File: src/rtl/cache_write_buffer_pkg.sv
// Shared types for the cache write buffer: FSM state encoding, FIFO entry layout
// and the word-alignment helper.
package cache_write_buffer_pkg;

    localparam int ADDR_W   = 32;
    localparam int DATA_W   = 32;
    localparam int WB_ENTRY = ADDR_W + DATA_W;

    typedef enum logic [1:0] {
        WB_IDLE  = 2'd0,
        WB_DRAIN = 2'd1,
        WB_READ  = 2'd2,
        WB_RDATA = 2'd3
    } wb_state_e;

    typedef struct packed {
        logic [ADDR_W-1:0] addr;
        logic [DATA_W-1:0] data;
    } wb_entry_t;

    function automatic logic [ADDR_W-1:0] align_addr(input logic [ADDR_W-1:0] addr,
                                                     input int low_bits);
        logic [ADDR_W-1:0] mask;
        mask = ~((32'd1 << low_bits) - 32'd1);
        return addr & mask;
    endfunction

endpackage

File: src/rtl/cache_write_buffer_if.sv
// Word bus shared by the cache side and the memory side of the write buffer.
interface cache_write_buffer_if;

    logic        re;
    logic        we;
    logic [31:0] addr;
    logic [31:0] data_out;
    logic [31:0] data_in;
    logic        ready;

    modport master (output re, we, addr, data_out, input data_in, ready);
    modport slave  (input re, we, addr, data_out, output data_in, ready);

endinterface

File: src/rtl/cache_write_buffer_fifo.sv
// Circular store of posted writes with a combinational youngest-match lookup,
// so pending data can be forwarded to reads.
module cache_write_buffer_fifo
    import cache_write_buffer_pkg::*;
#(
    parameter int DEPTH_LOG2 = 2
) (
    input  logic                  clk,
    input  logic                  res,
    input  logic                  push,
    input  wb_entry_t             push_entry,
    input  logic                  pop,
    input  logic [ADDR_W-1:0]     query_addr,
    output logic                  hit,
    output logic [DATA_W-1:0]     hit_data,
    output wb_entry_t             head_entry,
    output wb_entry_t             next_entry,
    output logic [DEPTH_LOG2:0]   count,
    output logic                  empty,
    output logic                  full
);

    localparam int DEPTH = 1 << DEPTH_LOG2;

    logic [WB_ENTRY-1:0]   store_q [DEPTH];
    logic [DEPTH_LOG2-1:0] head_q;
    logic [DEPTH_LOG2-1:0] tail_q;
    logic [DEPTH_LOG2:0]   count_q;
    logic [DEPTH_LOG2:0]   count_d;
    logic [DEPTH_LOG2-1:0] idx;
    wb_entry_t             probe;

    // NOTE: the entry storage has no reset; validity comes from the pointers and
    // count, so clearing the data would only cost reset fan-out.
    always_ff @(posedge clk) begin
        if (push) begin
            store_q[tail_q] <= push_entry;
        end
    end

    assign count_d = count_q + (DEPTH_LOG2+1)'(push) - (DEPTH_LOG2+1)'(pop);

    // NOTE: sequential state uses non-blocking assignments so every register
    // samples the pre-edge values regardless of statement order.
    always_ff @(posedge clk) begin
        if (!res) begin
            head_q  <= '0;
            tail_q  <= '0;
            count_q <= '0;
            empty   <= 1'b1;
            full    <= 1'b0;
        end else begin
            if (push) tail_q <= tail_q + 1'b1;
            if (pop)  head_q <= head_q + 1'b1;
            count_q <= count_d;
            empty   <= (count_d == '0);
            full    <= (count_d == (DEPTH_LOG2+1)'(DEPTH));
        end
    end

    // Walk oldest to youngest so the last match left standing is the youngest.
    // NOTE: every output of a combinational block gets a default first, otherwise
    // paths that skip an assignment infer a latch.
    always_comb begin
        hit      = 1'b0;
        hit_data = '0;
        idx      = '0;
        probe    = '0;
        for (int k = 0; k < DEPTH; k++) begin
            idx   = head_q + DEPTH_LOG2'(k);
            probe = wb_entry_t'(store_q[idx]);
            if (((DEPTH_LOG2+1)'(k) < count_q) && (probe.addr == query_addr)) begin
                hit      = 1'b1;
                hit_data = probe.data;
            end
        end
    end

    assign head_entry = wb_entry_t'(store_q[head_q]);
    assign next_entry = wb_entry_t'(store_q[head_q + 1'b1]);
    assign count      = count_q;

endmodule

File: src/rtl/cache_write_buffer.sv
// Posted write buffer: absorbs cache writes in one cycle, drains them in order,
// forwards reads that hit pending entries and sends misses straight to memory.
module cache_write_buffer
    import cache_write_buffer_pkg::*;
#(
    parameter int DEPTH_LOG2    = 2,
    parameter int ADDR_MASK_LOW = 2
) (
    input  logic                 clk,
    input  logic                 res,
    cache_write_buffer_if.slave  up,
    cache_write_buffer_if.master mem,
    output logic                 empty,
    output logic                 full
);

    wb_state_e           state_q;
    wb_state_e           state_d;
    logic                push;
    logic                pop;
    logic                hit;
    logic                is_read;
    logic                read_miss;
    logic [ADDR_W-1:0]   up_addr_al;
    logic [DATA_W-1:0]   hit_data;
    wb_entry_t           head_entry;
    wb_entry_t           next_entry;
    logic [DEPTH_LOG2:0] count;

    logic                mem_re_q;
    logic                mem_we_q;
    logic [ADDR_W-1:0]   mem_addr_q;
    logic [DATA_W-1:0]   mem_data_q;
    logic [DATA_W-1:0]   up_data_q;

    assign up_addr_al = align_addr(up.addr, ADDR_MASK_LOW);
    // A simultaneous re/we is treated as a write.
    assign is_read    = up.re & ~up.we;
    assign push       = up.we & ~full;
    assign read_miss  = is_read & ~hit;
    assign up.ready   = push | (is_read & (hit | (state_q == WB_RDATA)));

    cache_write_buffer_fifo #(.DEPTH_LOG2(DEPTH_LOG2)) u_fifo (
        .clk        (clk),
        .res        (res),
        .push       (push),
        .push_entry ('{addr: up_addr_al, data: up.data_out}),
        .pop        (pop),
        .query_addr (up_addr_al),
        .hit        (hit),
        .hit_data   (hit_data),
        .head_entry (head_entry),
        .next_entry (next_entry),
        .count      (count),
        .empty      (empty),
        .full       (full)
    );

    // A read miss jumps ahead of pending drains: by definition no queued write
    // targets that word.
    always_comb begin
        state_d = state_q;
        pop     = 1'b0;
        unique case (state_q)
            WB_IDLE: begin
                if (read_miss)   state_d = WB_READ;
                else if (!empty) state_d = WB_DRAIN;
            end
            WB_DRAIN: begin
                if (mem.ready) begin
                    pop = 1'b1;
                    if (read_miss)                             state_d = WB_READ;
                    else if (count > (DEPTH_LOG2+1)'(1))       state_d = WB_DRAIN;
                    else                                       state_d = WB_IDLE;
                end
            end
            WB_READ: begin
                if (mem.ready) state_d = WB_RDATA;
            end
            WB_RDATA: state_d = WB_IDLE;
            default:  state_d = WB_IDLE;
        endcase
    end

    always_ff @(posedge clk) begin
        if (!res) begin
            state_q    <= WB_IDLE;
            mem_re_q   <= 1'b0;
            mem_we_q   <= 1'b0;
            mem_addr_q <= '0;
            mem_data_q <= '0;
            up_data_q  <= '0;
        end else begin
            state_q  <= state_d;
            mem_re_q <= (state_d == WB_READ);
            mem_we_q <= (state_d == WB_DRAIN);

            // After a pop the new head is the entry behind the one just written.
            if (state_d == WB_READ && state_q != WB_READ) begin
                mem_addr_q <= up_addr_al;
            end else if (state_d == WB_DRAIN && state_q == WB_IDLE) begin
                mem_addr_q <= head_entry.addr;
                mem_data_q <= head_entry.data;
            end else if (state_d == WB_DRAIN && pop) begin
                mem_addr_q <= next_entry.addr;
                mem_data_q <= next_entry.data;
            end

            if (state_q == WB_RDATA)    up_data_q <= mem.data_in;
            else if (is_read && hit)    up_data_q <= hit_data;
        end
    end

    assign mem.re       = mem_re_q;
    assign mem.we       = mem_we_q;
    assign mem.addr     = mem_addr_q;
    assign mem.data_out = mem_data_q;
    assign up.data_in   = up_data_q;

endmodule

File: src/flat_wrapper.sv
// flat-port wrapper written by rule: the top's interface ports become plain ports
module cache_write_buffer_flat import cache_write_buffer_pkg::*;
#(
    parameter int DEPTH_LOG2    = 2,
    parameter int ADDR_MASK_LOW = 2
)
  (clk, res, empty, full, up_re, up_we, up_addr, up_data_out, up_data_in, up_ready, mem_re, mem_we, mem_addr, mem_data_out, mem_data_in, mem_ready);
  cache_write_buffer_if up_i ();
  cache_write_buffer_if mem_i ();
  input  logic clk;
  input  logic res;
  output logic empty;
  output logic full;
  input wire logic [$bits(up_i.re)-1:0] up_re;
  input wire logic [$bits(up_i.we)-1:0] up_we;
  input wire logic [$bits(up_i.addr)-1:0] up_addr;
  input wire logic [$bits(up_i.data_out)-1:0] up_data_out;
  output wire logic [$bits(up_i.data_in)-1:0] up_data_in;
  output wire logic [$bits(up_i.ready)-1:0] up_ready;
  output wire logic [$bits(mem_i.re)-1:0] mem_re;
  output wire logic [$bits(mem_i.we)-1:0] mem_we;
  output wire logic [$bits(mem_i.addr)-1:0] mem_addr;
  output wire logic [$bits(mem_i.data_out)-1:0] mem_data_out;
  input wire logic [$bits(mem_i.data_in)-1:0] mem_data_in;
  input wire logic [$bits(mem_i.ready)-1:0] mem_ready;
  assign up_i.re = up_re;
  assign up_i.we = up_we;
  assign up_i.addr = up_addr;
  assign up_i.data_out = up_data_out;
  assign up_data_in = up_i.data_in;
  assign up_ready = up_i.ready;
  assign mem_re = mem_i.re;
  assign mem_we = mem_i.we;
  assign mem_addr = mem_i.addr;
  assign mem_data_out = mem_i.data_out;
  assign mem_i.data_in = mem_data_in;
  assign mem_i.ready = mem_ready;
  cache_write_buffer #(.DEPTH_LOG2(DEPTH_LOG2), .ADDR_MASK_LOW(ADDR_MASK_LOW)) u_core (.clk(clk), .res(res), .up(up_i), .mem(mem_i), .empty(empty), .full(full));
endmodule
File: config.mk
export PLATFORM = sky130hd
export DESIGN_NAME = cache_write_buffer_flat
export DESIGN_NICKNAME = d
export VERILOG_FILES = /design/src/rtl/cache_write_buffer_pkg.sv /design/src/rtl/cache_write_buffer_if.sv /design/src/rtl/cache_write_buffer_fifo.sv /design/src/rtl/cache_write_buffer.sv /design/src/flat_wrapper.sv
export SDC_FILE = /design/constraint.sdc
export NUM_CORES = 1
export LEC_CHECK = 0
export ABC_AREA = 1
export BUFFER_PORTS_ARGS = -buffer_cell sky130_fd_sc_hd__buf_2
export CORE_AREA = 5 5 261 263
export CTS_CLUSTER_SIZE = 40
export DETAILED_ROUTE_END_ITERATION = 16
export DIE_AREA = 0 0 266 268
export GPL_ROUTABILITY_DRIVEN = 0
export SKIP_CTS_REPAIR_TIMING = 1
export SLEW_MARGIN = 20
export SYNTH_ARGS = -nofsm -noshare
export SYNTH_HDL_FRONTEND = slang
export SYNTH_SLANG_ARGS = --single-unit
File: constraint.sdc
create_clock -name clk -period 4.2 [get_ports clk]
set_input_delay 0.21 -clock clk [delete_from_list [all_inputs] [get_ports clk]]
set_output_delay 0.21 -clock clk [all_outputs]
set_load 0.1 [all_outputs]
==> qor.yml, run 1 <==
maximum_number_of_pins_on_one_net_before_global_route_repair: 129
fin_skew_ps: 27.0
h_tree_depth: 2
first_global_vias: 21199
critical_path_required_ps: 4720
drt_first_iter_violations: 2647
minimum_period_implied_by_the_final_worst_setup_slack_ps: 3880
finalHoldViolations: 0
timing.setup.tns_ps: 0
layout_worst_path_cycle_share: 0.925
critical-path-top-cell-by-count: "sky130_fd_sc_hd__nand2_1"
crit_chain: "inv_4 > buf_4 > nand2_1 > nand2_1 > nand2_1 > nand3_1 > nand2_1 > nor2_1 > nand2_1 > nor2_1 > nand2_1 > nor2_2 > buf_4 > inv_1 > buf_4 > o21ai_0 > o22ai_1 > nand2_1 > o211ai_1 > a21oi_1"
die_width_um: 266
via_count: 23681
fill_cells: 6796
count_of_input_and_output_buffers: 197
synth.yosys.warnings: 0
clock_tree.buffer_depth: 3
critical_path_peak_fanout: 54
i_o_pin_count: 202
category_of_cells_accounting_for_the_largest_share_of_critical_path_delay: "buffers and inverters"
synth_edf_count: 248
worstSkewPairLatency_ps: 610
drtPass1Iterations: 7
fmax_mhz: 257
power.density_nw_per_um2: 557
initial_core_util: 0.348
routed_wirelength_mm: 84.6
cp-end-kind: "register"
clk_sink_count: 357
detailedPlace.worstSlack_ps: 475
mappedNetlistArea_um2: 22700
timing_worst_setup_path_type: "reg -> reg"
max_cap_viol_count: 0
clock_tree_root_buffer_cell: "sky130_fd_sc_hd__clkbuf_16"
ys_seq_area_frac: 0.423
yosys_register_bits: 357
postRouteAntennaNets: 0
leakage_nw: 12.6
grt_setup_unrepaired: "no"
cp-start-kind: "register"
hold_path.class: "in -> reg"
worst-endpoint-arrival_ps: 4410
drv_slew: 0
num_rows: 94
report.final.setup_viol: 0
fp.dieArea_um2: 71300
drt_drc_violations_left: 0
wire_length_of_the_first_global_routing_pass_mm: 127
vias_per_cell: 5.25
timing.hold.ws_ps: 133
synth_ff_type: "sky130_fd_sc_hd__edfxtp_1"
syn_area_per_cell_um2: 6.69
synthDistinctLibCells: 35
dp_hpwl_mm: 55.8
worst_slack_ps: 316
avgRoutedWirePerCell_um: 18.8
finish.net_count: 3718
worst_slew_margin_rel: 0.376
grt_util_all_layers: 0.227
tritoncts: "built"
gr-total-overflow: 0
core_region_area_um2: 65400
timing.critical_path.slowest_cell_delay_ps: 520
ir_worst_vdd_uv: 443
crit_buf_inv: 5
run_status: "finished clean"
cts_made_buffers: 44
layout-drive-gt1-share: 0.101
flow.area_growth_from_synthesis_pct: 20.0
synthArstFlopShare: 0
worst-slew-pin-transition_ps: 935
cp_slowest_cell: "sky130_fd_sc_hd__buf_4"
worst_setup_hold_path_clk_slew_ps: 60
number_of_antenna_violations_at_the_first_check_in_global_routing: 5
synthCells: 3399
height_of_the_die_um: 268
## worst register-to-register path: stages (launching register included)
cell and delay [ps]:
sky130_fd_sc_hd__dfxtp_4 380, sky130_fd_sc_hd__inv_4 90, sky130_fd_sc_hd__buf_4 460, sky130_fd_sc_hd__nand2_1 160
sky130_fd_sc_hd__nand2_1 120, sky130_fd_sc_hd__nand2_1 80, sky130_fd_sc_hd__nand3_1 100, sky130_fd_sc_hd__nand2_1 70
sky130_fd_sc_hd__nor2_1 230, sky130_fd_sc_hd__nand2_1 80, sky130_fd_sc_hd__nor2_1 120, sky130_fd_sc_hd__nand2_1 80
sky130_fd_sc_hd__nor2_2 200, sky130_fd_sc_hd__buf_4 520, sky130_fd_sc_hd__inv_1 100, sky130_fd_sc_hd__buf_4 310
sky130_fd_sc_hd__o21ai_0 210, sky130_fd_sc_hd__o22ai_1 90, sky130_fd_sc_hd__nand2_1 70, sky130_fd_sc_hd__o211ai_1 170
sky130_fd_sc_hd__a21oi_1 190
## through the flow
stage	utilization	std cells	total power [mW]	instance area, um^2
global route	0.417	4508	16.1	27300
finish	0.417	4510	15.2	27300
CTS	0.403	4411	15.2	26300
detailed placement	0.380	4330	11.3	24900
floorplan	-	3400	9.32	22700
global placement	0.380	4330	11.2	24900
## state kept, by name, summed over array words and instances (netlist names), 2 cells and up, named ones only
name and flops:
u_core.u_fifo.store_q 248, u_core.mem.data_out 32, u_core.up.data_in 32, u_core.mem.addr 30, u_core.u_fifo.count 3, u_core.state_q 2
u_core.u_fifo.head_q 2, u_core.u_fifo.tail_q 2
## final timing paths
path / startpoint / slack [ps] / depth (start not counted) / to
max reg2reg: u_core.u_fifo.head_q[0] / 320 / 20 / u_core.up.data_in[6]
min reg2reg: u_core.mem.addr[30] / 480 / 2 / u_core.mem.addr[30]
max: u_core.u_fifo.head_q[0] / 320 / 20 / u_core.up.data_in[6]
min: res / 130 / 2 / u_core.u_fifo.empty
## cells in the final DEF (no fill, tap or decap), types with 12 or more instances in the layout
cell type | netlist | routed
sky130_fd_sc_hd__o32ai_1 | 14 | 14
sky130_fd_sc_hd__nor3_1 | 65 | 65
sky130_fd_sc_hd__nand2_1 | 1401 | 1399
sky130_fd_sc_hd__inv_1 | 219 | 217
sky130_fd_sc_hd__dfxtp_1 | 109 | 106
sky130_fd_sc_hd__o221ai_1 | 18 | 18
sky130_fd_sc_hd__nand3_1 | 240 | 239
sky130_fd_sc_hd__a21oi_1 | 185 | 185
sky130_fd_sc_hd__o22ai_1 | 30 | 30
sky130_fd_sc_hd__edfxtp_1 | 248 | 248
sky130_fd_sc_hd__buf_2 | 40 | 196
sky130_fd_sc_hd__o21ai_0 | 349 | 349
sky130_fd_sc_hd__nor2_1 | 228 | 224
sky130_fd_sc_hd__clkbuf_16 | 0 | 47
sky130_fd_sc_hd__nand4_1 | 12 | 12
sky130_fd_sc_hd__buf_4 | 6 | 57
sky130_fd_sc_hd__buf_12 | 0 | 22
sky130_fd_sc_hd__dlygate4sd3_1 | 0 | 95
sky130_fd_sc_hd__o211ai_1 | 33 | 33
## cells in the mapped netlist (9+ instances only)
master                     count  share of area
sky130_fd_sc_hd__nand2_1    1401           0.23
sky130_fd_sc_hd__o21ai_0     349          0.077
sky130_fd_sc_hd__edfxtp_1    248           0.33
sky130_fd_sc_hd__nand3_1     240          0.053
sky130_fd_sc_hd__nor2_1      228          0.038
sky130_fd_sc_hd__inv_1       219          0.036
sky130_fd_sc_hd__a21oi_1     185          0.041
sky130_fd_sc_hd__clkbuf_1    136          0.022
sky130_fd_sc_hd__dfxtp_1     109          0.096
sky130_fd_sc_hd__nor3_1       65          0.014
sky130_fd_sc_hd__buf_2        40         0.0088
sky130_fd_sc_hd__o211ai_1     33          0.011
sky130_fd_sc_hd__o22ai_1      30         0.0083
sky130_fd_sc_hd__buf_1        23         0.0038
sky130_fd_sc_hd__o221ai_1     18         0.0069
sky130_fd_sc_hd__o32ai_1      14         0.0054
sky130_fd_sc_hd__nand4_1      12         0.0033
sky130_fd_sc_hd__ha_1          9         0.0050
## metal layers
layer  up-vias  GRT usage  part of all wire
met1     10824      0.321              0.43
li1      11648          -                 -
met3       164     0.0365             0.087
met2      1041      0.356              0.45
met5         -          0           0.00030
met4         4     0.0788             0.030
## cells by family (layout without fill, tap and decap cells)
group / after synthesis / after routing / share of synthesized area
AO/OA/AOI/OAI: 636 / 636 / 0.151
adder cells (fa/ha/maj): 10 / 10 / 0.00583
buffers and inverters: 439 / 681 / 0.0773
flip-flops: 357 / 357 / 0.423
other: 1 / 6 / 0.000165
AND/OR/NAND/NOR: 1956 / 1956 / 0.342
## area by class of cell
cell class,instances,area (um^2),share of cell area
tap,864,1080,0.0396
clock inverter,20,208,0.00761
clock buffer,61,1260,0.0461
inverter,229,863,0.0316
antenna,4,10.0,0.000367
sequential,357,9640,0.353
timing repair buffer,371,2810,0.103
multi-input combinational,2604,11400,0.419
## power by group
| part | switching, mW | internal [mW] |
|---|---|---|
| sequential | 0.279 | 4.31 |
| combinational | 5.08 | 1.68 |
| clock | 1.62 | 2.25 |
| total | 6.98 | 8.24 |
(Power assumes the default switching activity.)
==> inputs of run 2 (changes only) <==
--- a/config.mk
+++ b/config.mk
@@ -12,8 +12,8 @@
 export DETAILED_ROUTE_END_ITERATION = 16
 export DIE_AREA = 0 0 266 268
 export GPL_ROUTABILITY_DRIVEN = 0
+export PLACE_DENSITY = 0.47
 export SKIP_CTS_REPAIR_TIMING = 1
-export SLEW_MARGIN = 20
 export SYNTH_ARGS = -nofsm -noshare
 export SYNTH_HDL_FRONTEND = slang
 export SYNTH_SLANG_ARGS = --single-unit
==> run 2 against run 1 <==
Effect of this change:
- non-clock buffer count is 13 higher
- fmax is 0.64% higher
- critical path type unchanged
- highest routed layer unchanged
- setup slack better by 25 ps
- critical path depth up 1
==> qor.yml, run 2 (same netlist as run 1, synthesis figures left out) <==
run_status: "finished clean"
fin_skew_ps: 16.2  # -10.8 ps
dp_hpwl_mm: 59.6  # +6.9%
timing.critical_path.slowest_cell_delay_ps: 520  # about the same
fmax_mhz: 259  # +0.64%
stdcell_area_um2: 27400  # +0.34%
worst-path-stages: 21  # +5.0%
height_of_the_die_um: 268  # unchanged
clk_sink_count: 357  # unchanged
worst_hold_path.num_cells: 1  # -1
core_region_area_um2: 65400  # unchanged
maximum_number_of_pins_on_one_net_before_global_route_repair: 129  # unchanged
initial_core_util: 0.348  # unchanged
i_o_pin_count: 202  # unchanged
count_of_input_and_output_buffers: 197  # unchanged
grt_setup_unrepaired: "no"
vias_per_cell: 5.31  # +1.1%
fp.dieArea_um2: 71300  # unchanged
detailed_place.area_um2: 25000  # +0.65%
routed_wirelength_mm: 91.1  # +7.6%
cp_slowest_cell: "sky130_fd_sc_hd__dfxtp_1"
finalHoldViolations: 0  # unchanged
clock_tree_root_buffer_cell: "sky130_fd_sc_hd__clkbuf_16"
netSwitchingPower_mw: 7.07  # +1.3%
critical-path-top-cell-by-count: "sky130_fd_sc_hd__nand2_1"
sw_frac_of_total: 0.462  # +0.00286
grt_util_all_layers: 0.244  # +0.0173
category_of_cells_accounting_for_the_largest_share_of_critical_path_delay: "simple AND/OR/NAND/NOR gates"
largest_register_ffs: 248  # unchanged
worst_setup_hold_path_clk_slew_ps: 60  # about the same
mostFrequentLayoutCell: "sky130_fd_sc_hd__nand2_1"
number_of_antenna_violations_at_the_first_check_in_global_routing: 3  # -2
place.detailed.instances: 4346  # +0.37%
timing.setup.tns_ps: 0  # unchanged
max_cap_viol_count: 0  # unchanged
worst-endpoint-arrival_ps: 4360  # -50 ps
worst-slew-pin-transition_ps: 1210  # +273 ps
flow.area_growth_from_synthesis_pct: 20.4
r2r_cells: 21  # +5.0%
drtPass1Iterations: 6  # -1
critical_path_peak_fanout: 29  # -46%
mostFrequentLayoutCells: "sky130_fd_sc_hd__nand2_1 (1,399), sky130_fd_sc_hd__o21ai_0 (348), sky130_fd_sc_hd__edfxtp_1 (248)"
post_layout_nonfiller_instances: 4522  # +0.27%
cp-end-kind: "register"
power.share.clock: 0.248  # -0.006
die_width_um: 266  # unchanged
comb_power_share: 0.450  # +0.006
via_count: 24004  # +1.4%
hold_path.class: "in -> reg"
largest_register: "u_core.u_fifo.store_q"
crit_chain: "nand2_1 > nand2_4 > buf_12 > nand2_1 > nand2_1 > nand2_1 > nand2_1 > nor2_1 > nand2_1 > nor2_1 > nand2_1 > nor2_1 > nor2_1 > nand3_2 > inv_2 > nand3_2 > buf_12 > o21ai_0 > buf_4 > nand2_1 > a21oi_1"
layout-drive-gt1-share: 0.106  # +0.00506
gr-total-overflow: 0  # unchanged
first_global_vias: 22230  # +4.9%
avgRoutedWirePerCell_um: 20.1  # +7.3%
internal_power_mw: 8.25  # +0.15%
num_rows: 94  # unchanged
report.final.setup_viol: 0  # unchanged
critical_path_required_ps: 4700  # -20 ps
drt_first_iter_violations: 2133  # -19%
finish.net_count: 3732  # +0.38%
wire_length_of_the_first_global_routing_pass_mm: 135  # +6.1%
multi_input_area_um2: 11400  # about the same
worstSkewPairLatency_ps: 580  # -30 ps
cts_made_buffers: 45  # +2.3%
minimum_period_implied_by_the_final_worst_setup_slack_ps: 3860  # -24.6 ps
leakage_nw: 12.7  # +0.55%
power.share.sequential: 0.301  # about the same
layout_worst_path_cycle_share: 0.919  # -0.00585
power.density_nw_per_um2: 559  # +0.34%
h_tree_depth: 2  # unchanged
postRouteAntennaNets: 0  # unchanged
drt_drc_violations_left: 0  # unchanged
worst_slew_margin_rel: 0.194  # -0.182
sequential_cell_area_um2: 9640  # unchanged
clock_tree.buffer_depth: 3  # unchanged
fill_cells: 6803  # +0.10%
ir_worst_vdd_uv: 346  # -22%
crit_buf_inv: 4  # -1
drv_slew: 0  # unchanged
tritoncts: "built"
timing_worst_setup_path_type: "reg -> reg"
cp-start-kind: "register"
run 2: power groups by stage:
stage | sequential (mW) | combinational (mW) | clock [mW]
after floorplan | 6.13 | 3.18 | 0
after global placement | 4.68 | 6.77 | 0
after detailed placement | 4.69 | 6.82 | 0
after CTS | 4.62 | 6.84 | 3.89
after global routing | 4.67 | 7.49 | 4.03
final | 4.62 | 6.90 | 3.80
run 2: metal layers:
layer	routed length, um	vias up	global-route usage
met5	13	-	0
met4	4760	2	0.116
met3	5190	231	0.0350
met2	43600	918	0.421
met1	37500	11202	0.303
li1	-	11651	-
run 2: final timing paths:
path	to	start	slack (ps)
worst min-delay path	u_core.u_fifo.store_q[0][47]	up_addr[17]	20
worst min register to register	u_core.mem.addr[20]	u_core.mem.addr[20]	480
worst max-delay path	u_core.mem.addr[30]	u_core.u_fifo.head_q[1]	340
worst max register to register	u_core.mem.addr[30]	u_core.u_fifo.head_q[1]	340
run 2: metrics by stage:
| stage | hold WS [ps] | setup slack (ps) | power, mW | utilization |
|---|---|---|---|---|
| 4_1_cts | -195 | 162 | 15.3 | 0.405 |
| 3_3_place_gp | 424 | 269 | 11.5 | 0.383 |
| 3_5_place_dp | 426 | 169 | 11.5 | 0.383 |
| 2_1_floorplan | 309 | 24.2 | 9.32 | - |
| 5_1_grt | 3.93 | 30.5 | 16.2 | 0.419 |
| 6_report | 24.3 | 341 | 15.3 | 0.419 |
run 2: final cells by class:
class,instances,area share
clock buffer,62,0.0481
antenna,1,0.0000914
sequential,357,0.352
timing repair buffer,384,0.108
clock inverter,21,0.00443
multi-input combinational,2604,0.417
inverter,229,0.0315
tap,864,0.0395
